--- config.mk ---
export PLATFORM = sky130hd
export DESIGN_NAME = pc_fetch_ctrl_flat
export DESIGN_NICKNAME = d
export VERILOG_FILES = /design/src/rtl/pc_fetch_ctrl_if.sv /design/src/rtl/pc_fetch_ctrl.sv /design/src/flat_wrapper.sv
export SDC_FILE = /design/constraint.sdc
export NUM_CORES = 1
export LEC_CHECK = 0
export ABC_AREA = 1
export BUFFER_PORTS_ARGS = -buffer_cell sky130_fd_sc_hd__buf_2
export CORE_ASPECT_RATIO = 0.5
export CORE_MARGIN = 3
export CORE_UTILIZATION = 33
export CTS_CLUSTER_SIZE = 8
export DETAILED_ROUTE_END_ITERATION = 10
export SLEW_MARGIN = 30
export SYNTH_ARGS = -nofsm -noshare
export SYNTH_HDL_FRONTEND = slang
export SYNTH_SLANG_ARGS = --single-unit
--- constraint.sdc ---
create_clock -name clk -period 2.25 [get_ports clk]
set_clock_uncertainty 0.1 [all_clocks]
set_input_delay 0 -clock clk [delete_from_list [all_inputs] [get_ports clk]]
set_output_delay 0 -clock clk [all_outputs]
set_load 0.01 [all_outputs]
--- src/rtl/pc_fetch_ctrl_if.sv ---
// Fetch-stage control bundle between the PC/redirect controller and the pipeline.
// Carries hazard/redirect requests in and fetch address/valid/flush out.
// Optional statistics counters appear when FETCH_STATS_EN is defined.
interface pc_fetch_ctrl_if #(
  parameter int ADDR_W = 32
);
  logic              stall;
  logic              br_sel;
  logic [ADDR_W-1:0] br_target;
  logic              jump;
  logic [ADDR_W-1:0] jump_target;
  logic [ADDR_W-1:0] pc;
  logic [ADDR_W-1:0] pc_plus4;
  logic              if_valid;
  logic              flush;
`ifdef FETCH_STATS_EN
  logic [15:0]       redirect_cnt;
  logic [15:0]       stall_cnt;
`endif

  // Controller side: consumes requests, owns the PC.
  modport master (
    input  stall, br_sel, br_target, jump, jump_target,
`ifdef FETCH_STATS_EN
    output redirect_cnt, stall_cnt,
`endif
    output pc, pc_plus4, if_valid, flush
  );

  // Pipeline side: raises requests, consumes the fetch address.
  modport slave (
    output stall, br_sel, br_target, jump, jump_target,
`ifdef FETCH_STATS_EN
    input  redirect_cnt, stall_cnt,
`endif
    input  pc, pc_plus4, if_valid, flush
  );
endinterface

--- src/rtl/pc_fetch_ctrl.sv ---
// Fetch PC register and redirect controller (BOOT/RUN/SHADOW FSM).
// Latency: redirect target loaded at the edge where flush is high; stall holds PC.
// Optional FETCH_STATS_EN adds saturating redirect/stall counters.
module pc_fetch_ctrl #(
  parameter int                ADDR_W     = 32,
  parameter logic [ADDR_W-1:0] RESET_PC   = 32'h0040_0000,
  parameter int                SHADOW_CYC = 2
) (
  input  logic             clk,
  input  logic             rst_n,
  pc_fetch_ctrl_if.master  fetch
);

  typedef enum logic [1:0] {BOOT, RUN, SHADOW} state_t;

  localparam logic [ADDR_W-1:0] ALIGN_MASK  = ADDR_W'(3);
  localparam logic [ADDR_W-1:0] PC_STEP     = ADDR_W'(4);
  localparam logic [3:0]        SHADOW_INIT = 4'(SHADOW_CYC);

  state_t            state, state_nxt;
  logic [3:0]        shadow_cnt, shadow_cnt_nxt;
  logic [ADDR_W-1:0] pc_q, pc_nxt;
  logic              if_valid_q;
  logic              take_br, take_jump, redirect;

  // Redirect acceptance: only in RUN, branch wins over jump.
  always_comb begin
    take_br   = (state == RUN) && fetch.br_sel;
    take_jump = (state == RUN) && fetch.jump && !fetch.br_sel;
    redirect  = take_br || take_jump;
  end

  // Next-state, shadow countdown and next-PC selection.
  always_comb begin
    state_nxt      = state;
    shadow_cnt_nxt = shadow_cnt;
    pc_nxt         = pc_q;
    case (state)
      BOOT: begin
        state_nxt = RUN;
      end
      RUN: begin
        if (take_br) begin
          pc_nxt         = fetch.br_target & ~ALIGN_MASK;
          state_nxt      = SHADOW;
          shadow_cnt_nxt = SHADOW_INIT;
        end else if (take_jump) begin
          pc_nxt         = fetch.jump_target & ~ALIGN_MASK;
          state_nxt      = SHADOW;
          shadow_cnt_nxt = SHADOW_INIT;
        end else if (!fetch.stall) begin
          pc_nxt = pc_q + PC_STEP;
        end
      end
      SHADOW: begin
        // Countdown runs through stalls so the window tracks wall-clock cycles.
        shadow_cnt_nxt = shadow_cnt - 4'd1;
        if (shadow_cnt <= 4'd1) begin
          state_nxt = RUN;
        end
        if (!fetch.stall) begin
          pc_nxt = pc_q + PC_STEP;
        end
      end
      default: begin
        state_nxt = BOOT;
      end
    endcase
  end

  // State, PC and fetch-valid registers.
  always_ff @(posedge clk or negedge rst_n) begin
    if (!rst_n) begin
      state      <= BOOT;
      shadow_cnt <= 4'd0;
      pc_q       <= RESET_PC;
      if_valid_q <= 1'b0;
    end else begin
      state      <= state_nxt;
      shadow_cnt <= shadow_cnt_nxt;
      pc_q       <= pc_nxt;
      // BOOT lasts exactly one cycle, so every edge after reset leaves a valid fetch.
      if_valid_q <= 1'b1;
    end
  end

  assign fetch.pc       = pc_q;
  assign fetch.pc_plus4 = pc_q + PC_STEP;
  assign fetch.if_valid = if_valid_q;
  assign fetch.flush    = redirect;

`ifdef FETCH_STATS_EN
  logic [15:0] redirect_cnt_q, stall_cnt_q;

  // Saturating event counters; BOOT cycles are not counted.
  always_ff @(posedge clk or negedge rst_n) begin
    if (!rst_n) begin
      redirect_cnt_q <= 16'd0;
      stall_cnt_q    <= 16'd0;
    end else if (state != BOOT) begin
      if (redirect && (redirect_cnt_q != 16'hFFFF)) begin
        redirect_cnt_q <= redirect_cnt_q + 16'd1;
      end
      if (fetch.stall && !redirect && (stall_cnt_q != 16'hFFFF)) begin
        stall_cnt_q <= stall_cnt_q + 16'd1;
      end
    end
  end

  assign fetch.redirect_cnt = redirect_cnt_q;
  assign fetch.stall_cnt    = stall_cnt_q;
`endif

endmodule
--- src/flat_wrapper.sv ---
// flat-port wrapper written by rule: the top's interface ports become plain ports
module pc_fetch_ctrl_flat 
#(
  parameter int                ADDR_W     = 32,
  parameter logic [ADDR_W-1:0] RESET_PC   = 32'h0040_0000,
  parameter int                SHADOW_CYC = 2
)
  (clk, rst_n, fetch_stall, fetch_br_sel, fetch_br_target, fetch_jump, fetch_jump_target, fetch_pc, fetch_pc_plus4, fetch_if_valid, fetch_flush);
  pc_fetch_ctrl_if #(.ADDR_W(ADDR_W)) fetch_i ();
  input  logic clk;
  input  logic rst_n;
  input wire logic [$bits(fetch_i.stall)-1:0] fetch_stall;
  input wire logic [$bits(fetch_i.br_sel)-1:0] fetch_br_sel;
  input wire logic [$bits(fetch_i.br_target)-1:0] fetch_br_target;
  input wire logic [$bits(fetch_i.jump)-1:0] fetch_jump;
  input wire logic [$bits(fetch_i.jump_target)-1:0] fetch_jump_target;
  output wire logic [$bits(fetch_i.pc)-1:0] fetch_pc;
  output wire logic [$bits(fetch_i.pc_plus4)-1:0] fetch_pc_plus4;
  output wire logic [$bits(fetch_i.if_valid)-1:0] fetch_if_valid;
  output wire logic [$bits(fetch_i.flush)-1:0] fetch_flush;
  assign fetch_i.stall = fetch_stall;
  assign fetch_i.br_sel = fetch_br_sel;
  assign fetch_i.br_target = fetch_br_target;
  assign fetch_i.jump = fetch_jump;
  assign fetch_i.jump_target = fetch_jump_target;
  assign fetch_pc = fetch_i.pc;
  assign fetch_pc_plus4 = fetch_i.pc_plus4;
  assign fetch_if_valid = fetch_i.if_valid;
  assign fetch_flush = fetch_i.flush;
  pc_fetch_ctrl #(.ADDR_W(ADDR_W), .RESET_PC(RESET_PC), .SHADOW_CYC(SHADOW_CYC)) u_core (.clk(clk), .rst_n(rst_n), .fetch(fetch_i));
endmodule
==> results by group <==
Worst setup path
  – Crit-path slowest cell: dfrtp_1
  – RR Startpoint: u_core.state[0]
  – Crit path depth: 8
  – Worst path bufs/invs: 1
  – CP cell instances: ha_1 > nand2_1 > nor2_2 > nand2_2 > nor2_4 > nand3_1 > and2_1 > buf_2
  – Crit path required time: 2.15 ns
  – Reg2reg setup slack: 0.24 ns
  – Setup crit start: u_core.fetch.pc[3]
  – R2R Path End: u_core.fetch.pc[19]
  – Worst Path Arrival: 2.02 ns
  – Critical path capture point type: primary output
  – Worst R2R Path Depth: 9
  – CP max stage delay: 0.44 ns
  – CP max FO: 5
  – CP Class: register to primary output
  – Worst setup path endpoint: fetch_pc_plus4[22]
  – CP startpoint kind: register
  – CP delay by family, top: simple AND/OR/NAND/NOR gates

Routing
  – Via count: 3661
  – Initial DRC Count: 205
  – Wire length per cell: 13.0 um
  – Vias/cell: 4.64
  – DRC: 0
  – First-pass DRT Iterations: 5
  – ANT nets after route: 0
  – Drt total wl: 10200 um

Placement
  – I/O Buffers: 126
  – DP Area: 4110 um^2
  – Post-detail-place hpwl: 8060 um
  – GP Congestion: 0.876
  – Cells after DPL: 780
  – Post-place setup slack: 0.221 ns

Finish
  – Fill cells: 1054
  – Diode count: 0
  – Fin area: 4310 um^2
  – Most frequent cells in the layout: nand2_1, buf_2, nor2_1, inv_1, a21oi_1
  – Nets: 729
  – Most common cell after layout, fill and taps aside: nand2_1
  – Utilization after layout: 44.9%
  – Area growth from synthesis to layout: 30.4%
  – Fin cells: 789
  – Layout cell share with drive strength beyond 1: 26.8%

Flow run
  – Maxcap violations: 0

Floorplanning
  – Core box area: 9600 um^2
  – Starting Density: 34.4%
  – I/O pins: 135
  – Die X: 148 um
  – Die H: 76.8 um
  – # rows: 25
  – Die area: 11300 um^2

Logic synthesis
  – Top post-synthesis cells by area: dfrtp_1, nand2_1, nor2_1
  – Async set or reset register ratio after synthesis: 100%
  – Post-synth EDFFs: 0
  – Sequential cell area fraction in the yosys report: 28.0%
  – Syn Area/Cell: 6.29 um^2
  – FF+latch count, synth: 37
  – Yosys cell types: 32
  – Warnings, synthesis: 0
  – Top_reg_cell synth: dfrtp_1
  – Mapped Cells: 526
  – Mapped Area: 3310 um^2
  – Yosys top cell by area: dfrtp_1
  – Area fraction of the dominant cell type after synthesis: 27.2%

CTS
  – CTS tree: built
  – CTS H-Tree Depth: 2
  – CTS Buf Count: 5
  – Max clock buf depth: 2
  – Clk Tree Root Cell: clkbuf_16
  – TritonCTS Sinks: 37
  – Clock slew seen by the registers of the worst setup and hold paths: 0.06 ns
  – Clock Latency Late Sink: 0.29 ns

Power and ir drop
  – Cell leakage power: 2.20 nW
  – Total power: 6.26 mW
  – Peak supply drop: 0.000766 V
  – Pwr dens: 1450 nW/um^2

Global routing
  – Initial antenna violation count: 0
  – Vias in the first global route: 3439
  – Largest net degree at the start of global routing: 49
  – Total GRT Usage: 18.2%
  – First-pass GRT wire length: 17000 um
  – Total grt overflow: 0

STA
  – Pin slew with the least headroom to its limit: 0.506 ns
  – Tmin final: 2.12 ns
  – Final Max Slew Viols: 0
  – Worst setup margin: 0.128 ns
  – Max-slew headroom: 66.3%
  – WHS: 0.0168 ns
  – Max Clock Freq: 0.471 GHz
  – Endpoints failing hold: 0
  – Final setup viols: 0
  – Final TNS setup: 0 ns
  – Final cycle utilization of the critical path: 94.3%

Run status
  – Run status: complete, no violations

Hold path
  – Hold Path Class: primary input to register
## where the power goes
| group | internal (mW) | leakage (nW) | switching (mW) |
|---|---|---|---|
| combinational | 1.52 | 1.67 | 2.32 |
| sequential | 1.02 | 0.433 | 0.486 |
| clock | 0.634 | 0.0938 | 0.297 |
## flip-flops by register name, summed over array words and instances, names as in the netlist
register / flops
u_core.state: 2
u_core.fetch.pc: 30
u_core.shadow_cnt: 4
u_core.fetch.if_valid: 1
## cell families after synthesis
group | synth area share [%]
compound gates | 11.5
other cells | 0.227
buf+inv | 8.74
xor+xnor | 6.09
simple gates | 42.8
fa+ha+maj | 2.65
flops | 28.0
## layer usage
metal | vias to the layer above | share of wire, % | track usage (%)
li1 | 1892 | - | -
met1 | 1670 | 49 | 25.5
met2 | 91 | 46 | 30.0
met3 | 8 | 4.7 | 3.13
met4 | 0 | 0.67 | 3.07
met5 | - | 0 | 0
## synth_stat cells, types with 9 or more instances
cell type	n
inv_1	45
o21ai_0	19
dfrtp_1	36
nand2_1	179
a21oi_1	44
nor2_4	9
nand3_1	21
nor3b_1	12
clkbuf_1	9
nor2_1	81
## worst register-to-register path, stage by stage, from the launching register on
cell     delay (ns)
dfrtp_1        0.41
ha_1           0.26
nand2_2        0.17
nand2_1        0.11
nand2_2        0.10
nand2_2        0.05
inv_1          0.31
buf_4          0.23
nand2_1        0.06
a21oi_1        0.14
## worst min-delay path by stage
stage                         startpoint               endpoint  slack (ns)  cells after the start
floorplan                          rst_n  u_core.fetch.if_valid       -0.40                      0
global placement                   rst_n    u_core.fetch.pc[30]        0.08                      1
detailed placement                 rst_n    u_core.fetch.pc[30]        0.09                      1
CTS                 fetch_jump_target[8]     u_core.fetch.pc[8]        0.02                      5
global route        fetch_jump_target[8]     u_core.fetch.pc[8]        0.06                      5
finish              fetch_jump_target[8]     u_core.fetch.pc[8]        0.02                      5
## final cells by class
cell class	instances	area [um^2]	area share [%]
Multi-Input combinational cell	425	2110	48.9
Sequential cell	37	927	21.5
Timing Repair Buffer	137	743	17.2
Inverter	47	176	4.09
Tap cell	135	169	3.92
Clock buffer	5	125	2.90
Clock inverter	3	65.1	1.51
## timing repair
action	4_1_cts	5_1_grt
hold buffers	1	0
setup buffers	0	0
gates resized for setup	0	1
endpoints found under the setup margin	0	3
endpoints found under the hold margin	36	0
Power figures use the tool's default switching activity.
